[src/rtl/tensor_operand_collector_pkg.sv]
// Shared encodings and default sizes for the tensor-core operand collector.
package tensor_operand_collector_pkg;

  localparam int unsigned NUM_THREAD = 4;
  localparam int unsigned DEPTH_WARP = 3;

  localparam logic [1:0] OPD_SEL_A   = 2'd0;
  localparam logic [1:0] OPD_SEL_B   = 2'd1;
  localparam logic [1:0] OPD_SEL_C   = 2'd2;
  localparam logic [1:0] OPD_SEL_ILL = 2'd3;

  localparam logic [1:0] ST_IDLE    = 2'd0;
  localparam logic [1:0] ST_COLLECT = 2'd1;
  localparam logic [1:0] ST_ISSUE   = 2'd2;

endpackage

[src/rtl/tensor_operand_collector_opd_reg.sv]
// One operand vector register with write enable and synchronous reset.
module tc_opd_reg #(
  parameter int unsigned DW = 128
) (
  input  logic          clk,
  input  logic          rst,
  input  logic          we_i,
  input  logic [DW-1:0] d_i,
  output logic [DW-1:0] q_o
);

  logic [DW-1:0] data_q;

  always_ff @(posedge clk) begin
    if (rst) begin
      data_q <= '0;
    end else if (we_i) begin
      data_q <= d_i;
    end
  end

  assign q_o = data_q;

endmodule

[src/rtl/tensor_operand_collector.sv]
// Collects A/B/C operand beats for one tensor op and hands the set to the
// FP32 tensor core over a single valid/ready handshake.
module tensor_operand_collector
  import tensor_operand_collector_pkg::*;
#(
  parameter int unsigned VL        = NUM_THREAD,
  parameter int unsigned EXPWIDTH  = 8,
  parameter int unsigned PRECISION = 24,
  parameter int unsigned WARPW     = DEPTH_WARP
) (
  input  logic                             clk,
  input  logic                             rst,
  input  logic                             flush_i,
  input  logic                             req_valid_i,
  output logic                             req_ready_o,
  input  logic [WARPW-1:0]                 req_warpid_i,
  input  logic [7:0]                       req_reg_idxw_i,
  input  logic [2:0]                       req_rm_i,
  input  logic                             opd_valid_i,
  output logic                             opd_ready_o,
  input  logic [1:0]                       opd_sel_i,
  input  logic [VL*(EXPWIDTH+PRECISION)-1:0] opd_data_i,
  output logic                             out_valid_o,
  input  logic                             out_ready_i,
  output logic [VL*(EXPWIDTH+PRECISION)-1:0] a_o,
  output logic [VL*(EXPWIDTH+PRECISION)-1:0] b_o,
  output logic [VL*(EXPWIDTH+PRECISION)-1:0] c_o,
  output logic [VL*3-1:0]                  rm_o,
  output logic [7:0]                       ctrl_reg_idxw_o,
  output logic [WARPW-1:0]                 ctrl_warpid_o,
  output logic                             err_o
);

  localparam int unsigned W  = EXPWIDTH + PRECISION;
  localparam int unsigned DW = VL * W;

  logic [1:0]       state_q, state_d;
  logic [2:0]       got_q, got_d;
  logic             err_q, err_d;
  logic [WARPW-1:0] warp_q, warp_d;
  logic [7:0]       idx_q, idx_d;
  logic [2:0]       rm_q, rm_d;
  logic             dup_c;
  logic             opd_fire_c;
  logic [2:0]       sel_onehot_c;

  // A beat whose slot is already filled must wait for the next op.
  always_comb begin
    dup_c        = 1'b0;
    sel_onehot_c = 3'b000;
    case (opd_sel_i)
      OPD_SEL_A: begin dup_c = got_q[0]; sel_onehot_c = 3'b001; end
      OPD_SEL_B: begin dup_c = got_q[1]; sel_onehot_c = 3'b010; end
      OPD_SEL_C: begin dup_c = got_q[2]; sel_onehot_c = 3'b100; end
      default:   begin dup_c = 1'b0;     sel_onehot_c = 3'b000; end
    endcase
  end

  assign opd_fire_c = opd_valid_i & opd_ready_o;

  always_comb begin
    state_d     = state_q;
    got_d       = got_q;
    err_d       = err_q;
    warp_d      = warp_q;
    idx_d       = idx_q;
    rm_d        = rm_q;
    req_ready_o = 1'b0;
    opd_ready_o = 1'b0;
    out_valid_o = 1'b0;
    if (flush_i) begin
      state_d = ST_IDLE;
      got_d   = 3'b000;
    end else begin
      case (state_q)
        ST_IDLE: begin
          req_ready_o = 1'b1;
          if (req_valid_i) begin
            warp_d  = req_warpid_i;
            idx_d   = req_reg_idxw_i;
            rm_d    = req_rm_i;
            got_d   = 3'b000;
            state_d = ST_COLLECT;
          end
        end
        ST_COLLECT: begin
          opd_ready_o = ~dup_c;
          if (opd_valid_i && !dup_c) begin
            if (opd_sel_i == OPD_SEL_ILL) begin
              err_d = 1'b1;
            end else begin
              got_d = got_q | sel_onehot_c;
            end
          end
          if (got_d == 3'b111) begin
            state_d = ST_ISSUE;
          end
        end
        ST_ISSUE: begin
          out_valid_o = 1'b1;
          if (out_ready_i) begin
            state_d = ST_IDLE;
          end
        end
        default: state_d = ST_IDLE;
      endcase
    end
  end

  always_ff @(posedge clk) begin
    if (rst) begin
      state_q <= ST_IDLE;
      got_q   <= 3'b000;
      err_q   <= 1'b0;
      warp_q  <= '0;
      idx_q   <= '0;
      rm_q    <= '0;
    end else begin
      state_q <= state_d;
      got_q   <= got_d;
      err_q   <= err_d;
      warp_q  <= warp_d;
      idx_q   <= idx_d;
      rm_q    <= rm_d;
    end
  end

  tc_opd_reg #(.DW(DW)) u_reg_a (
    .clk  (clk),
    .rst  (rst),
    .we_i (opd_fire_c && (opd_sel_i == OPD_SEL_A)),
    .d_i  (opd_data_i),
    .q_o  (a_o)
  );

  tc_opd_reg #(.DW(DW)) u_reg_b (
    .clk  (clk),
    .rst  (rst),
    .we_i (opd_fire_c && (opd_sel_i == OPD_SEL_B)),
    .d_i  (opd_data_i),
    .q_o  (b_o)
  );

  tc_opd_reg #(.DW(DW)) u_reg_c (
    .clk  (clk),
    .rst  (rst),
    .we_i (opd_fire_c && (opd_sel_i == OPD_SEL_C)),
    .d_i  (opd_data_i),
    .q_o  (c_o)
  );

  always_comb begin
    rm_o = '0;
    for (int k = 0; k < int'(VL); k++) begin
      rm_o[k*3 +: 3] = rm_q;
    end
  end

  assign ctrl_reg_idxw_o = idx_q;
  assign ctrl_warpid_o   = warp_q;
  assign err_o           = err_q;

endmodule

[config.mk]
export PLATFORM = sky130hd
export DESIGN_NAME = tensor_operand_collector
export DESIGN_NICKNAME = d
export VERILOG_FILES = /design/src/rtl/tensor_operand_collector_pkg.sv /design/src/rtl/tensor_operand_collector_opd_reg.sv /design/src/rtl/tensor_operand_collector.sv
export SDC_FILE = /design/constraint.sdc
export NUM_CORES = 1
export LEC_CHECK = 0
export ABC_AREA = 1
export CORE_AREA = 2 2 219 221
export CTS_CLUSTER_SIZE = 16
export DETAILED_ROUTE_END_ITERATION = 7
export DIE_AREA = 0 0 221 223
export MAX_ROUTING_LAYER = met4
export PLACE_DENSITY = 0.7
export SLEW_MARGIN = 5
export SYNTH_ARGS = -nofsm -noshare
export SYNTH_HDL_FRONTEND = slang
export SYNTH_SLANG_ARGS = --single-unit
[constraint.sdc]
create_clock -name clk -period 1.97 [get_ports clk]
set_input_delay 0.197 -clock clk [delete_from_list [all_inputs] [get_ports clk]]
set_output_delay 0.197 -clock clk [all_outputs]
set_load 0.01 [all_outputs]
==> summary.md <==
* Avg Inst Size Synth: 8.28 µm²
* multi-input logic area: 4290 µm²
* master cell of the clock root buffer: sky130_fd_sc_hd__clkbuf_16
* per-cell via count in the routed design: 4.58
* CTS buffer count: 43
* final net count: 2481
* cell count after synthesis: 1795
* Final Hold Vio Count: 0
* Final HPWL DP: 33.2 mm
* initial cell density of the core: 31.5%
* worst-case vdd ir drop: 0.636 mV
* top cell type's share of synthesized area: 54.4%
* Crit path arrival time: 2.34 ns
* max capacitance violation total: 0
* most instantiated library cell after synthesis: sky130_fd_sc_hd__dfxtp_1
* number of iterations in the first detailed-routing pass: 5
* aggregate routed wire length: 46.9 mm
* clock tree from TritonCTS: yes
* register area: 8090 µm²
* post-synth design cell area: 14900 µm²
* total clock sinks: 404
* Layout Area Growth over Synthesis: 50.6%
* sw power: 3.86 mW
* dpl cell area: 21000 µm²
* cell types occupying the most area after synthesis: sky130_fd_sc_hd__dfxtp_1, sky130_fd_sc_hd__a21oi_1, sky130_fd_sc_hd__o21ai_0, sky130_fd_sc_hd__inv_1, sky130_fd_sc_hd__buf_6
* net switching share of the total power: 22.0%
* Yosys warnings: 0
* number of distinct library cell variants in the gate-level netlist after synthesis: 21
* combinational cell fraction of total power: 6.7%
* proportion of synthesized flip-flops having asynchronous set or reset: 0%
* CP cell instances: inv_2, nor2_4, inv_1, nor2_2, buf_4, nand3_4, buf_12, o21ai_0, a21oi_1
* GRT Util Overall: 18.4%
* area of the die: 49300 µm²
* number of register bits inferred by synthesis: 404
* result of the run: completed
* unrepaired setup endpoints after global routing: yes
* required time of the worst setup path: 2.39 ns
* routed length per placed instance: 15.8 µm
* core region area: 47100 µm²
* Crit-path slowest cell: sky130_fd_sc_hd__dfxtp_2
* share of layout cells above drive strength 1: 5.97%
* Peak Freq: 521 MHz
* maximum number of pins on one net before global-route repair: 127
* io pins: 561
* Max stage delay on crit path: 0.36 ns
* number of antenna violations at the first check in global routing: 1
* Max FO, Critical Path: 126
* ANT nets after route: 0
* Clock Latency Late Sink: 0.55 ns
* clock network fraction of total power: 46.0%
* global route total overflow: 0
* Iter 0 DRT Violations: 699
* relative max-transition margin: 57.5%
* type of the tightest min-delay check: input pin to flip-flop
* Horiz. Die Dim: 221 µm
* min Tclk post-route: 1.92 ns
* DRC viols: 0
* number of slew-limit violations in the final report: 0
* areal power density over the cells: 784 nW/µm²
* Design Power: 17.6 mW
* actual slew at the worst max-slew pin: 0.638 ns
* post-route cell area: 22400 µm²
* IO buf count: 560
* minimum setup slack after placement: -0.292 ns
* Sum Neg Setup Slack: 0 ns
* CTS Buffer Depth: 3
* final worst setup slack: 0.0495 ns
* setup-violating endpoint count in the final report: 0
* part of the total power dissipated in sequential elements: 47.3%
* number of enable-type register cells in the synthesized netlist: 0
* net count after synthesis: 1945
* Critical Path Sink Type: flip-flop
* hold buffer count at cts: 0
* Die Height: 223 µm
* level count of the clock H-tree: 2
* via count of the first global-routing pass: 12.8k
* part of the cycle the worst path needs: 97.5%
* wire length of the first global-routing pass: 70.8 mm
* final RePlAce weighted congestion: 0.862
* kind of critical path: flip-flop to flip-flop
* ranking of synthesized cells by instance count: sky130_fd_sc_hd__dfxtp_1, sky130_fd_sc_hd__inv_1, sky130_fd_sc_hd__a21oi_1, sky130_fd_sc_hd__o21ai_0, sky130_fd_sc_hd__o21ai_1
* Pleak: 7.67 nW
* design internal power: 13.7 mW
* sequential element share of the synthesized area: 54.4%
* post-route clock skew: 0.0178 ns
* commonest register cell after synthesis: sky130_fd_sc_hd__dfxtp_1
* sort of element at the start of the critical path: flip-flop
* Fillers: 4492
* library cell with the largest summed area after synthesis: sky130_fd_sc_hd__dfxtp_1
* cell row count: 80
* Clk pin slew, worst setup/hold paths: 0.06 ns
* Via Count: 13.6k
[final cells by class]
type	instances	share of cell area, %
sequential	404	36.1
timing repair buffer	630	28.3
multi-input combinational	854	19.2
inverter	398	6.71
clock buffer	69	5.74
tap	615	3.44
clock inverter	6	0.469
antenna	2	0.0224
[power by group through the flow]
stage	Sequential, mW	Combinational [mW]	Clock [mW]
CTS	8.31	1.17	8.29
global route	8.31	1.28	8.59
detailed placement	8.48	1.16	0
global placement	8.48	1.15	0
finish	8.31	1.17	8.08
floorplan	8.52	0.409	0
[final timing paths]
kind	from	to	slack (ns)	depth (start not counted)
worst max register to register	state_q[0]	u_reg_c.q_o[31]	0.05	9
worst min register to register	u_reg_b.q_o[59]	u_reg_b.q_o[59]	0.44	2
worst min-delay path	req_rm_i[0]	rm_q[0]	0.27	3
worst max-delay path	state_q[0]	u_reg_c.q_o[31]	0.05	9
[logic make-up after synthesis]
logic type / count (synthesis) / synth area share, %
AOI/OAI and AO/OA: 791 / 26.6
buffers and inverters: 537 / 16.9
DFF: 404 / 54.4
and+or+nand+nor: 63 / 2.05
[cell usage in the layout, fill, tap and decap left out, types with 3 or more instances in the layout]
cell type | Yosys | final
sky130_fd_sc_hd__nand2_1 | 8 | 8
sky130_fd_sc_hd__nor3_1 | 3 | 3
sky130_fd_sc_hd__nor2_2 | 1 | 3
sky130_fd_sc_hd__o21ai_0 | 321 | 315
sky130_fd_sc_hd__clkdlybuf4s50_1 | 0 | 557
sky130_fd_sc_hd__nand3_1 | 5 | 5
sky130_fd_sc_hd__inv_1 | 397 | 396
sky130_fd_sc_hd__clkbuf_1 | 47 | 17
sky130_fd_sc_hd__clkbuf_8 | 0 | 7
sky130_fd_sc_hd__a21oi_1 | 391 | 391
sky130_fd_sc_hd__clkbuf_16 | 0 | 46
sky130_fd_sc_hd__nor2_1 | 35 | 33
sky130_fd_sc_hd__buf_4 | 22 | 54
sky130_fd_sc_hd__nand3_4 | 0 | 3
sky130_fd_sc_hd__dfxtp_1 | 404 | 403
sky130_fd_sc_hd__buf_12 | 0 | 14
sky130_fd_sc_hd__bufinv_16 | 0 | 3
sky130_fd_sc_hd__o21ai_1 | 79 | 85
sky130_fd_sc_hd__clkinv_2 | 0 | 3
[sequential cells by signal (all words and copies together), names as in the netlist]
register         count
ctrl_warpid_o        3
u_reg_c.q_o        128
rm_q                 3
state_q              2
err_o                1
u_reg_a.q_o        128
got_q                3
u_reg_b.q_o        128
ctrl_reg_idxw_o      8
[layer usage]
metal,share of wire [%],GRT usage [%]
met1,41,20.9
met2,49,30.7
met3,6.6,4.69
met4,3.5,8.29
met5,0,-
[per-stage QoR]
stage	instances	util [%]	hold WS, ns
CTS	2975	47.4	0.236
floorplan	1795	-	0.266
finish	2978	47.5	0.270
global placement	2900	44.5	0.429
global route	2977	47.5	0.273
detailed placement	2900	44.5	0.433
[worst max-delay path: cells and delay by family (launching register included)]
kind / cells / cell delay, ns
buffers and inverters: 4 / 0.51
AOI/OAI and AO/OA: 2 / 0.40
and+or+nand+nor: 3 / 0.34
DFF: 1 / 0.36
[timing repair]
action / CTS / global route
gates resized for setup: 9 / 7
endpoints found under the hold margin: 0 / 0
cloned: 0 / 1
endpoints found under the setup margin: 3 / 3
setup buffers: 0 / 0
(Power assumes the default switching activity.)
